**config.mk**
```make
export PLATFORM = sky130hd
export DESIGN_NAME = rv32_multicycle_core
export DESIGN_NICKNAME = d
export VERILOG_FILES = /design/src/rtl/rv32_multicycle_core.sv
export SDC_FILE = /design/constraint.sdc
export NUM_CORES = 2
export LEC_CHECK = 0
export ABC_AREA = 0
export BUFFER_PORTS_ARGS = -buffer_cell sky130_fd_sc_hd__buf_2
export CAP_MARGIN = 20
export CORE_MARGIN = 5
export CORE_UTILIZATION = 50
export DETAILED_ROUTE_END_ITERATION = 10
export PLACE_DENSITY_LB_ADDON = 0.15
export SLEW_MARGIN = 20
export SYNTH_ARGS = -nofsm -noshare
export SYNTH_HDL_FRONTEND = slang
export SYNTH_SLANG_ARGS = --single-unit
```
**constraint.sdc**
```tcl
create_clock -name clk -period 4.9 [get_ports clk]
set_input_delay 0 -clock clk [delete_from_list [all_inputs] [get_ports clk]]
set_output_delay 0 -clock clk [all_outputs]
set_load 0.1 [all_outputs]
```
**src/rtl/rv32_multicycle_core.sv**
```systemverilog
// rv32_multicycle_core: multicycle RV32I-subset core stepping IF -> ID -> EX -> MEM -> WB.
// Instruction ROM and data RAM are external and synchronous.
// Optional feature macro BRANCH_EXT_EN: also decode BNE, BLT and BGE (signed).
module rv32_multicycle_core #(
    parameter logic [31:0] INITIAL_PC = 32'h00400000
) (
    input  logic        clk,
    input  logic        rst,
    input  logic [31:0] instr,
    input  logic [31:0] dReadData,
    output logic [31:0] PC,
    output logic [31:0] dAddress,
    output logic [31:0] dWriteData,
    output logic        MemRead,
    output logic        MemWrite,
    output logic [31:0] WriteBackData
);
    localparam logic [6:0] OpReg    = 7'b0110011;
    localparam logic [6:0] OpImm    = 7'b0010011;
    localparam logic [6:0] OpLoad   = 7'b0000011;
    localparam logic [6:0] OpStore  = 7'b0100011;
    localparam logic [6:0] OpBranch = 7'b1100011;

    typedef enum logic [2:0] {StIf, StId, StEx, StMem, StWb} state_e;
    typedef enum logic [3:0] {
        AluAdd, AluSub, AluAnd, AluOr, AluXor, AluSlt, AluSll, AluSrl, AluSra
    } alu_op_e;

    state_e      state_q, state_d;
    logic [31:0] pc_q, rs1_q, rs2_q, imm_q, alu_q;
    logic [21:0] ir_q;  // {funct7, funct3, rd, opcode}; the rest is consumed in ID
    logic        taken_q;
    logic [31:0] rf_q [32];

    logic [6:0]  opcode, funct7;
    logic [2:0]  funct3;
    logic [4:0]  rd;
    logic        reg_write, is_load, is_store, is_branch, use_imm;
    alu_op_e     alu_op, base_op;
    logic [31:0] imm_id, op_a, op_b, alu_res;
    logic        lt, zero, cond;

    assign {funct7, funct3, rd, opcode} = ir_q;

    // Control decode from the latched instruction; anything unrecognised decodes as a NOP
    always_comb begin
        reg_write = 1'b0;
        is_load   = 1'b0;
        is_store  = 1'b0;
        is_branch = 1'b0;
        use_imm   = 1'b0;
        alu_op    = AluAdd;
        case (funct3)
            3'b000:  base_op = (opcode == OpReg && funct7[5]) ? AluSub : AluAdd;
            3'b001:  base_op = AluSll;
            3'b010:  base_op = AluSlt;
            3'b100:  base_op = AluXor;
            3'b101:  base_op = funct7[5] ? AluSra : AluSrl;
            3'b110:  base_op = AluOr;
            default: base_op = AluAnd;  // 3'b011 (unsigned compare) is rejected below
        endcase
        case (opcode)
            OpReg: begin
                alu_op    = base_op;
                reg_write = (funct3 != 3'b011) &&
                            ((funct7 == 7'b0000000) ||
                             (funct7 == 7'b0100000 && (funct3 == 3'b000 || funct3 == 3'b101)));
            end
            OpImm: begin
                alu_op  = base_op;
                use_imm = 1'b1;
                case (funct3)
                    3'b001:  reg_write = (funct7 == 7'b0000000);
                    3'b101:  reg_write = (funct7 == 7'b0000000) || (funct7 == 7'b0100000);
                    3'b011:  reg_write = 1'b0;
                    default: reg_write = 1'b1;
                endcase
            end
            OpLoad: begin
                use_imm   = 1'b1;
                is_load   = (funct3 == 3'b010);
                reg_write = (funct3 == 3'b010);
            end
            OpStore: begin
                use_imm  = 1'b1;
                is_store = (funct3 == 3'b010);
            end
            OpBranch: begin
                alu_op = AluSub;
`ifdef BRANCH_EXT_EN
                is_branch = (funct3 == 3'b000) || (funct3 == 3'b001) ||
                            (funct3 == 3'b100) || (funct3 == 3'b101);
`else
                is_branch = (funct3 == 3'b000);
`endif
            end
            default: ;
        endcase
    end

    // Immediate generation in ID straight from the ROM output
    always_comb begin
        case (instr[6:0])
            OpStore:  imm_id = {{20{instr[31]}}, instr[31:25], instr[11:7]};
            OpBranch: imm_id = {{19{instr[31]}}, instr[31], instr[7], instr[30:25],
                                instr[11:8], 1'b0};
            default:  imm_id = {{20{instr[31]}}, instr[31:20]};
        endcase
    end

    assign op_a = rs1_q;
    assign op_b = use_imm ? imm_q : rs2_q;
    assign lt   = $signed(op_a) < $signed(op_b);

    // ALU evaluated in EX
    always_comb begin
        case (alu_op)
            AluSub:  alu_res = op_a - op_b;
            AluAnd:  alu_res = op_a & op_b;
            AluOr:   alu_res = op_a | op_b;
            AluXor:  alu_res = op_a ^ op_b;
            AluSlt:  alu_res = {31'b0, lt};
            AluSll:  alu_res = op_a << op_b[4:0];
            AluSrl:  alu_res = op_a >> op_b[4:0];
            AluSra:  alu_res = $unsigned($signed(op_a) >>> op_b[4:0]);
            default: alu_res = op_a + op_b;
        endcase
    end

    assign zero = (alu_res == 32'b0);

    // Branch condition on the rs1 - rs2 comparison
    always_comb begin
        case (funct3)
            3'b000:  cond = zero;
`ifdef BRANCH_EXT_EN
            3'b001:  cond = !zero;
            3'b100:  cond = lt;
            3'b101:  cond = !lt;
`endif
            default: cond = 1'b0;
        endcase
    end

    // Fixed five-step sequence, no stalls
    always_comb begin
        state_d = state_q;
        unique case (state_q)
            StIf:    state_d = StId;
            StId:    state_d = StEx;
            StEx:    state_d = StMem;
            StMem:   state_d = StWb;
            default: state_d = StIf;
        endcase
    end

    // State, PC and the per-phase datapath latches
    always_ff @(posedge clk) begin
        if (rst) begin
            state_q <= StIf;
            pc_q    <= INITIAL_PC;
            ir_q    <= '0;
            rs1_q   <= '0;
            rs2_q   <= '0;
            imm_q   <= '0;
            alu_q   <= '0;
            taken_q <= 1'b0;
        end else begin
            state_q <= state_d;
            if (state_q == StId) begin
                ir_q  <= {instr[31:25], instr[14:12], instr[11:7], instr[6:0]};
                rs1_q <= rf_q[instr[19:15]];
                rs2_q <= rf_q[instr[24:20]];
                imm_q <= imm_id;
            end
            if (state_q == StEx) begin
                alu_q   <= alu_res;
                taken_q <= is_branch && cond;
            end
            if (state_q == StWb) begin
                pc_q <= taken_q ? pc_q + imm_q : pc_q + 32'd4;
            end
        end
    end

    // Register file write port; x0 is never written so it always reads zero
    always_ff @(posedge clk) begin
        if (rst) begin
            for (int i = 0; i < 32; i++) rf_q[i] <= '0;
        end else if (state_q == StWb && reg_write && rd != 5'd0) begin
            rf_q[rd] <= WriteBackData;
        end
    end

    assign PC            = pc_q;
    assign dAddress      = alu_q;
    assign dWriteData    = rs2_q;
    assign MemRead       = (state_q == StMem) && is_load;
    assign MemWrite      = (state_q == StMem) && is_store;
    assign WriteBackData = is_load ? dReadData : alu_q;

endmodule

```
==> reports/qor.yml <==
outcome: "complete, no violations"
p_comb_share_pct: 22.0
crit_type: "flip-flop to flip-flop"
grt_max_degree: 117
die_h_um: 384
cp-start-kind: "flip-flop"
crit_arrival_ns: 5.41
nets: 6355
ys_seq_area_share_pct: 48.7
clk_pin_slew_ns: 0.06
critical_path.endpoint: "taken_q$_SDFFE_PP0N_"
path_max_fanout: 7
switching_share_pct: 30.6
whs_path_depth: 4
power_switching_mw: 8.47
max_clock_freq_mhz: 210
drt-vias-per-instance: 6.82
reg2reg_slack_ns: 0.13
hp-class: "input port to flip-flop"
powerDensity_nw_per_um2: 341
drtPass1Iterations: 6
clockRootBuffer: "clkbuf_16"
power_frac_clock_pct: 35.6
setup_violations: 0
final_cell_count_no_fill: 8148
min_period_ns: 4.77
drc: 0
syn2layout_area_growth_pct: 16.1
clkLatencyLatePin_ns: 0.78
yosysTopAreaCell: "edfxtp_1"
place_hpwl_um: 180000
synth_top_area_share_pct: 44.1
grt_use_total_pct: 36.6
cap_violations: 0
portBuffers: 195
place.gp.congestion: 1.06
nFillCells: 11400
setup_tns_ns: 0
antenna_left: 0
finClkSkew_ns: 0.0471
cts_max_level: 4
worstRegToRegCells: 20
drt_wl_total_um: 272000
syn_avg_cell_area_um2: 12.0
synth_cell_types: 112
tightest_slew_ns: 1.15
core_um2: 139000
cts_tree: "done"
leakagePower_nw: 28.9
grt_pass1_vias: 53900
cts_made_buffers: 130
drive_gt1_share_pct: 27.1
ys_top_cells_by_area: "edfxtp_1 (44%), mux4_2 (21%), nor2_1 (7.0%), dfxtp_1 (4.6%), clkbuf_1 (2.2%)"
cp-startpoint: "ir_q[3]$_SDFFE_PP0P_"
wl_per_cell_um: 33.4
clk_path_buf_depth: 3
syn_inst: 5819
globalRoute.totalOverflow: 0
async_flop_share_pct: 0
rsz0062_at_grt: "no"
dieArea_um2: 147000
intPower_mw: 19.2
synth_common_cells: "nor2_1 (1303), edfxtp_1 (1024), mux4_2 (641)"
worstSetupEndpointType: "flip-flop"
drt_iter0_markers: 7506
seqPwrFrac_pct: 42.3
clock_sinks: 1184
final-hold-violation-count: 0
antenna_found_initial: 7
cp.required_ns: 5.55
synth_area_um2: 69800
reg2reg_from: "ir_q[3]$_SDFFE_PP0P_"
yosysWarningCount: 0
placed_cells: 7813
row_count: 137
drv_slew: 0
pin_count: 196
ys.flop_type: "edfxtp_1"
grt_pass1_wl_um: 386000
finalCoreUtilization_pct: 58.2
relSlewSlack_pct: 21.7
die_w_um: 384
holdWs_ns: 0.0674
num_vias: 55500
synth_most_common_cell: "nor2_1"
vdd_drop_max_mv: 0.215
rr_endpoint: "taken_q$_SDFFE_PP0N_"
synth_seq_cells: 1184
min_period_over_period_pct: 97.3
synth_edf_count: 1024
start_util_pct: 50.1
[stage by stage]
stage	power [mW]	worst slack, ns	instance area (um2)
2_1_floorplan	15.5	0.00715	69900
3_3_place_gp	17.6	-0.651	75300
3_5_place_dp	17.7	-0.647	75500
4_1_cts	27.5	0.00234	80700
5_1_grt	28.5	0.000599	81000
6_report	27.7	0.134	81000
[metal layers]
layer	wire, um	GRT usage (%)	up-vias
met1	96600	46.6	28000
met4	17300	18.7	2
li1	-	-	22900
met3	30400	8.80	834
met2	128000	58.8	3775
met5	13	0	-
[critical path, stage by stage (launching register included)]
cell and delay, ns:
dfxtp_1 0.32, and4bb_4 0.41, and3_4 0.22, buf_12 0.13, a21o_1 0.11, inv_1 0.06
ha_1 0.29, a2111o_1 0.48, o211a_1 0.23, o21ai_1 0.17, o31a_1 0.26, o31ai_2 0.14
o41a_1 0.50, a31o_2 0.30, a2111oi_1 0.38, nor3b_1 0.10, a21oi_1 0.15, nor2_1 0.08
nor4bb_1 0.14, nand4_1 0.10, nand2_1 0.05
[power groups by stage]
stage / Combinational (mW) / Sequential (mW) / Clock, mW
finish: 6.09 / 11.7 / 9.86
global placement: 5.76 / 11.9 / 0
floorplan: 3.26 / 12.2 / 0
global route: 6.33 / 11.7 / 10.4
CTS: 5.88 / 11.7 / 9.96
detailed placement: 5.79 / 11.9 / 0
[area by class of cell]
type                       count  area, um2  area share (%)
timing repair buffer         728       5910            7.30
antenna                        3       7.51         0.00927
inverter                     139        522           0.644
clock inverter                66        726           0.896
multi-input combinational   3982      34000            42.0
clock buffer                 170       3550            4.38
sequential                  1184      34000            41.9
tap                         1876       2350            2.90
[sequential cells by signal (all words and copies together) (netlist names)]
name        flops
PC             32
dAddress       32
dWriteData     32
imm_q          13
ir_q           15
op_a           32
rf_q         1024
state_q         3
taken_q         1
[logic make-up after synthesis]
| kind of cell | Yosys count | share of synthesized area [%] |
|---|---|---|
| and+or+nand+nor | 2028 | 12.3 |
| adders and majority gates | 124 | 2.24 |
| other | 1 | 0.00537 |
| buffers and inverters | 685 | 3.97 |
| DFF | 1184 | 48.7 |
| xor gates and xnor gates | 39 | 0.489 |
| AOI/OAI and AO/OA | 976 | 9.61 |
| muxes | 782 | 22.7 |
[cell usage in the layout (no fill, tap or decap), drive strengths merged, types with 149 or more instances in the layout]
cell type,Yosys,layout
nor2,1306,1306
edfxtp,1024,1024
buf,134,644
mux4,641,641
nand2,313,313
a21oi,243,243
a211oi,183,183
clkbuf,412,171
dfxtp,160,160
o21ai,149,149
[worst min-delay path by stage]
stage,from,slack (ns),to
CTS,instr[10],0.002,ir_q[10]$_SDFFE_PP0P_
global route,instr[9],0.06,ir_q[9]$_SDFFE_PP0P_
global placement,instr[14],0.24,ir_q[14]$_SDFFE_PP0P_
floorplan,instr[5],0.14,ir_q[5]$_SDFFE_PP0P_
detailed placement,instr[14],0.25,ir_q[14]$_SDFFE_PP0P_
finish,instr[9],0.07,ir_q[9]$_SDFFE_PP0P_
[what timing repair did]
item,CTS,global route
hold buffers,83,0
buffers inserted,0,8
setup endpoints to repair,6,8
pin swaps,0,15
gates cloned,0,1
resized for setup,14,48
endpoints found under the hold margin,940,0
Power figures use the tool's default switching activity.
